`src/rtl/carry_nibble_accum.sv`:
```
// carry_nibble_accum: nibble-serial WIDTH-bit adder with registered carry chaining.
// Optional overflow output OVF is enabled by defining CARRY_NIBBLE_ACCUM_OVF_EN.
module carry_nibble_accum #(
    parameter int WIDTH = 8
) (
    input  logic             CLK,
    input  logic             RST,
    input  logic             A_VALID,
    output logic             A_READY,
    input  logic [WIDTH-1:0] A,
    input  logic [WIDTH-1:0] B,
    input  logic             CIN,
    output logic             S_VALID,
    input  logic             S_READY,
    output logic [WIDTH-1:0] S,
    output logic             COUT
`ifdef CARRY_NIBBLE_ACCUM_OVF_EN
    ,
    output logic             OVF
`endif
);

    localparam int NIB = WIDTH / 4;
    localparam int CW  = (NIB > 1) ? $clog2(NIB) : 1;

    if (WIDTH < 4 || (WIDTH % 4) != 0) begin : g_bad_width
        $error("carry_nibble_accum: WIDTH must be a multiple of 4 and >= 4");
    end

    typedef enum logic [1:0] {
        IDLE = 2'd0,
        RUN  = 2'd1,
        DONE = 2'd2
    } state_t;

    state_t           state;
    state_t           state_nxt;
    logic [WIDTH-1:0] a_reg;
    logic [WIDTH-1:0] b_reg;
    logic [WIDTH-1:0] s_reg;
    logic             carry;
    logic             cout_reg;
    logic [CW-1:0]    cnt;
    logic             last;
    logic [3:0]       a_nib;
    logic [3:0]       b_nib;
    logic [4:0]       sum5;

    assign last  = (cnt == CW'(NIB - 1));
    assign a_nib = a_reg[{cnt, 2'b00} +: 4];
    assign b_nib = b_reg[{cnt, 2'b00} +: 4];
    assign sum5  = {1'b0, a_nib} + {1'b0, b_nib} + {4'b0000, carry};

    always_ff @(posedge CLK) begin
        if (RST) begin
            state <= IDLE;
        end else begin
            state <= state_nxt;
        end
    end

    always_comb begin
        state_nxt = state;
        case (state)
            IDLE:    if (A_VALID) state_nxt = RUN;
            RUN:     if (last) state_nxt = DONE;
            DONE:    if (S_READY) state_nxt = IDLE;
            default: state_nxt = IDLE;
        endcase
    end

    // Result bits are written in place; S only reads as valid in DONE.
    always_ff @(posedge CLK) begin
        if (RST) begin
            a_reg    <= '0;
            b_reg    <= '0;
            s_reg    <= '0;
            carry    <= 1'b0;
            cout_reg <= 1'b0;
            cnt      <= '0;
        end else begin
            case (state)
                IDLE: begin
                    if (A_VALID) begin
                        a_reg <= A;
                        b_reg <= B;
                        carry <= CIN;
                        cnt   <= '0;
                    end
                end
                RUN: begin
                    s_reg[{cnt, 2'b00} +: 4] <= sum5[3:0];
                    carry <= sum5[4];
                    if (last) begin
                        cout_reg <= sum5[4];
                    end else begin
                        cnt <= cnt + 1'b1;
                    end
                end
                default: ;
            endcase
        end
    end

`ifdef CARRY_NIBBLE_ACCUM_OVF_EN
    logic ovf_reg;

    // Carry into the top bit is recovered from the top nibble's sum bit.
    always_ff @(posedge CLK) begin
        if (RST) begin
            ovf_reg <= 1'b0;
        end else if (state == RUN && last) begin
            ovf_reg <= a_nib[3] ^ b_nib[3] ^ sum5[3] ^ sum5[4];
        end
    end

    assign OVF = ovf_reg;
`endif

    assign A_READY = (state == IDLE);
    assign S_VALID = (state == DONE);
    assign S       = s_reg;
    assign COUT    = cout_reg;

endmodule

```
`config.mk`:
```
export PLATFORM = sky130hd
export DESIGN_NAME = carry_nibble_accum
export DESIGN_NICKNAME = d
export VERILOG_FILES = /design/src/rtl/carry_nibble_accum.sv
export SDC_FILE = /design/constraint.sdc
export NUM_CORES = 1
export LEC_CHECK = 0
export ABC_AREA = 1
export BUFFER_PORTS_ARGS = -buffer_cell sky130_fd_sc_hd__buf_2
export CORE_ASPECT_RATIO = 1.5
export CORE_MARGIN = 1.5
export CORE_UTILIZATION = 33
export DETAILED_ROUTE_END_ITERATION = 7
export PLACE_DENSITY = 0.66
export SLEW_MARGIN = 20
export SYNTH_ARGS = -nofsm -noshare
export SYNTH_HDL_FRONTEND = slang
export SYNTH_SLANG_ARGS = --single-unit
```
`constraint.sdc`:
```
create_clock -name CLK -period 1.85 [get_ports CLK]
set_clock_uncertainty 0.1 [all_clocks]
set_input_delay 0.185 -clock CLK [delete_from_list [all_inputs] [get_ports CLK]]
set_output_delay 0.185 -clock CLK [all_outputs]
set_load 0.02 [all_outputs]
```
==> metrics.csv <==
stage,metric,value,unit
status,status,finished clean,
grt,antenna_found_initial,0,
power,p_leak,0.7972,nW
cts,h-tree-depth,2,
worst_hold_path,holdCritPathClass,input port to flip-flop,
yosys,synthAdderAreaFrac,0.05762,
grt,grt_pass1_vias,1059,
cts,hold_buffers,0,
sta,setup_slack,0.1163,ns
yosys,yosys_warnings,0,
sta,finalHoldViolCount,0,
yosys,synth_top_area_frac,0.4312,
yosys,yosysUniqueCellTypes,24,
sta,hold_ws,0.02428,ns
sta,rsz0062_at_grt,true,
yosys,ys_ff_latch,29,
setup_path,critPathTopFamily,adder cells,
die,die_w,55.15,µm
sta,tightest_slew,0.5783,ns
die,start_util,0.3431,
cells_and_area,stdcell_area,1680,µm²
yosys,synth-seq-area-share,0.4312,
job,cap_viol_max_count,0,
setup_path,path_buf_inv,2,
setup_path,cp_slowest_stage_delay,0.40,ns
power,clockPowerShare,0.330,
placed_design,place_area,1541,µm²
power,power_frac_seq,0.453,
yosys,synthSimpleGateAreaFrac,0.2695,
sta,period_minus_slack,1.734,ns
setup_path,worstSetupEndpointType,flip-flop,
cells_and_area,fill_cells,430,
drt,vias_per_cell,4.579,
yosys,mappedNetlistArea,1346,µm²
drt,num_vias,1186,
die,core,3924,µm²
placed_design,globalplace.congestion,0.7812,
placed_design,port_buffers,31,
yosys,synth_xor_area_frac,0,
drt,first_pass_iters,4,
cts,cts_setup_buffers,0,
setup_path,start_kind,flip-flop,
setup_path,crit_required,1.97,ns
sta,slew_headroom,0.6140,
setup_path,r2r_slack,0.12,ns
cells_and_area,final_common_cell,nor2_1,
cts,cts_tree,built,
grt,grt-ovfl-total,0,
sta,fmax,0.5768,GHz
cells_and_area,num_antenna_cells,0,
yosys,synth.avg_cell_area,7.563,µm²
die,die_y,81.23,µm
sta,maxSlewViolCount,0,
setup_path,critical_path_class,flip-flop to flip-flop,
cts,clk_pin_slew,0.06,ns
drt,routed_wl,2698,µm
cts,cts_root_buffer,clkbuf_8,
yosys,synth_fp_nets,204,
yosys,synth_compound_area_frac,0.1515,
die,die-area,4480,µm²
yosys,yosys.area.top_type,dfxtp_1,
cells_and_area,drive_above_1_share,0.3131,
setup_path,crit_fanout,7,
yosys,synth_mux_area_frac,0,
power,power_frac_comb,0.217,
power,p_int,1.112,mW
die,num_rows,28,
power,switchingPower,0.4595,mW
grt,grt_pass1_wl,4374,µm
cts,clk_latency,0.28,ns
cts,cts_sinks,29,
setup_path,arrival,1.85,ns
drt,post-route-drc-count,0,
placed_design,pre_cts_slack,-0.05866,ns
power,power,1.572,mW
placed_design,hpwlAfterDp,2025,µm
yosys,synthTopCellsByArea,"dfxtp_1, nor2_1, o21ai_0",
drt,drt-initial-drc-count,22,
cts,numCtsBuffers,5,
setup_path,cpMaxStageDelayCell,dfxtp_4,
cells_and_area,nets,240,
drt,antenna_left,0,
setup_path,cp_cell_sequence,nand2_1 > o21ai_2 > fa_2 > inv_2 > fa_2 > inv_2 > nand3_2 > nand2_2 > nand2_2 > a21oi_2,
grt,grt_max_degree,26,
drt,wl_per_cell,10.42,µm
power,swShare,0.2923,
sta,min_period_over_period,0.9371,
power,power_density,935.5,nW/µm²
cts,cts_buffer_depth,2,
die,ios,32,
yosys,synth_top_family_by_area,simple AND/OR/NAND/NOR gates,
power,vdd_ir_drop_max,571.8,µV
grt,grt.total_usage,0.1372,
sta,setup_viol,0,
cells_and_area,final_cell_mix,"nor2_1, buf_2, dfxtp_1, nand2_1, o21ai_0",
cells_and_area,area_delta_synth_final,24.81,%
yosys,synthCells,178,
-- cell type report --
| cell class | count | area (µm²) | share of cell area |
|---|---|---|---|
| Sequential cell | 29 | 584.3 | 0.3477 |
| Multi-Input combinational cell | 124 | 691.9 | 0.4118 |
| Inverter | 19 | 76.32 | 0.04542 |
| Clock buffer | 7 | 86.33 | 0.05138 |
| Timing Repair Buffer | 35 | 185.2 | 0.1102 |
| Tap cell | 45 | 56.30 | 0.03351 |
-- metal layers --
layer,GRT usage,part of all wire,up-vias
met3,0.04412,0.049,5
li1,-,-,633
met5,0,0,-
met4,0.07317,0.026,0
met2,0.2333,0.52,21
met1,0.1442,0.40,527
-- power groups by stage --
stage               logic [mW]  clock network (mW)  registers, mW
global route             0.390               0.554          0.720
detailed placement       0.317                   0          0.725
floorplan                0.223                   0          0.736
global placement         0.311                   0          0.725
CTS                      0.323               0.533          0.712
finish                   0.340               0.519          0.713
-- kinds of logic after synthesis --
group           Yosys count
simple gates             80
fa+ha+maj                 5
buf+inv                  25
compound gates           39
flops                    29
-- synth_stat cells, drive strengths merged --
master and n:
nor2 40, nand2 30, dfxtp 29, o21ai 26, inv 19, a21oi 11
nand3 7, buf 5, ha 3, fa 2, o21a 2, or2 2
clkbuf 1, nand3b 1
-- final timing paths --
kind | end | cells after the start | startpoint
max reg2reg | carry | 10 | cnt
max | carry | 10 | cnt
min reg2reg | b_reg[6] | 2 | b_reg[6]
min | carry | 2 | RST
-- what timing repair did --
| item | CTS | global route |
|---|---|---|
| setup endpoints to repair | 1 | 4 |
| hold endpoints to repair | 0 | 0 |
| gates resized for setup | 5 | 13 |
| pin swaps | 0 | 3 |
-- worst register-to-register path: cells and delay by family (launching register included) --
kind	cells	cell delay [ns]
AOI/OAI and AO/OA	2	0.18
adders and majority gates	2	0.58
buffers and inverters	2	0.12
DFF	1	0.40
and+or+nand+nor	4	0.29
-- metrics by stage --
stage | util | setup TNS [ns] | instances
6_report | 0.4283 | 0 | 259
5_1_grt | 0.4283 | -0.05001 | 259
4_1_cts | 0.4177 | 0 | 259
3_5_place_dp | 0.3929 | -0.05866 | 252
3_3_place_gp | 0.3929 | 0 | 252
2_1_floorplan | - | 0 | 178
No activity file was read; power rests on OpenSTA's default activity.
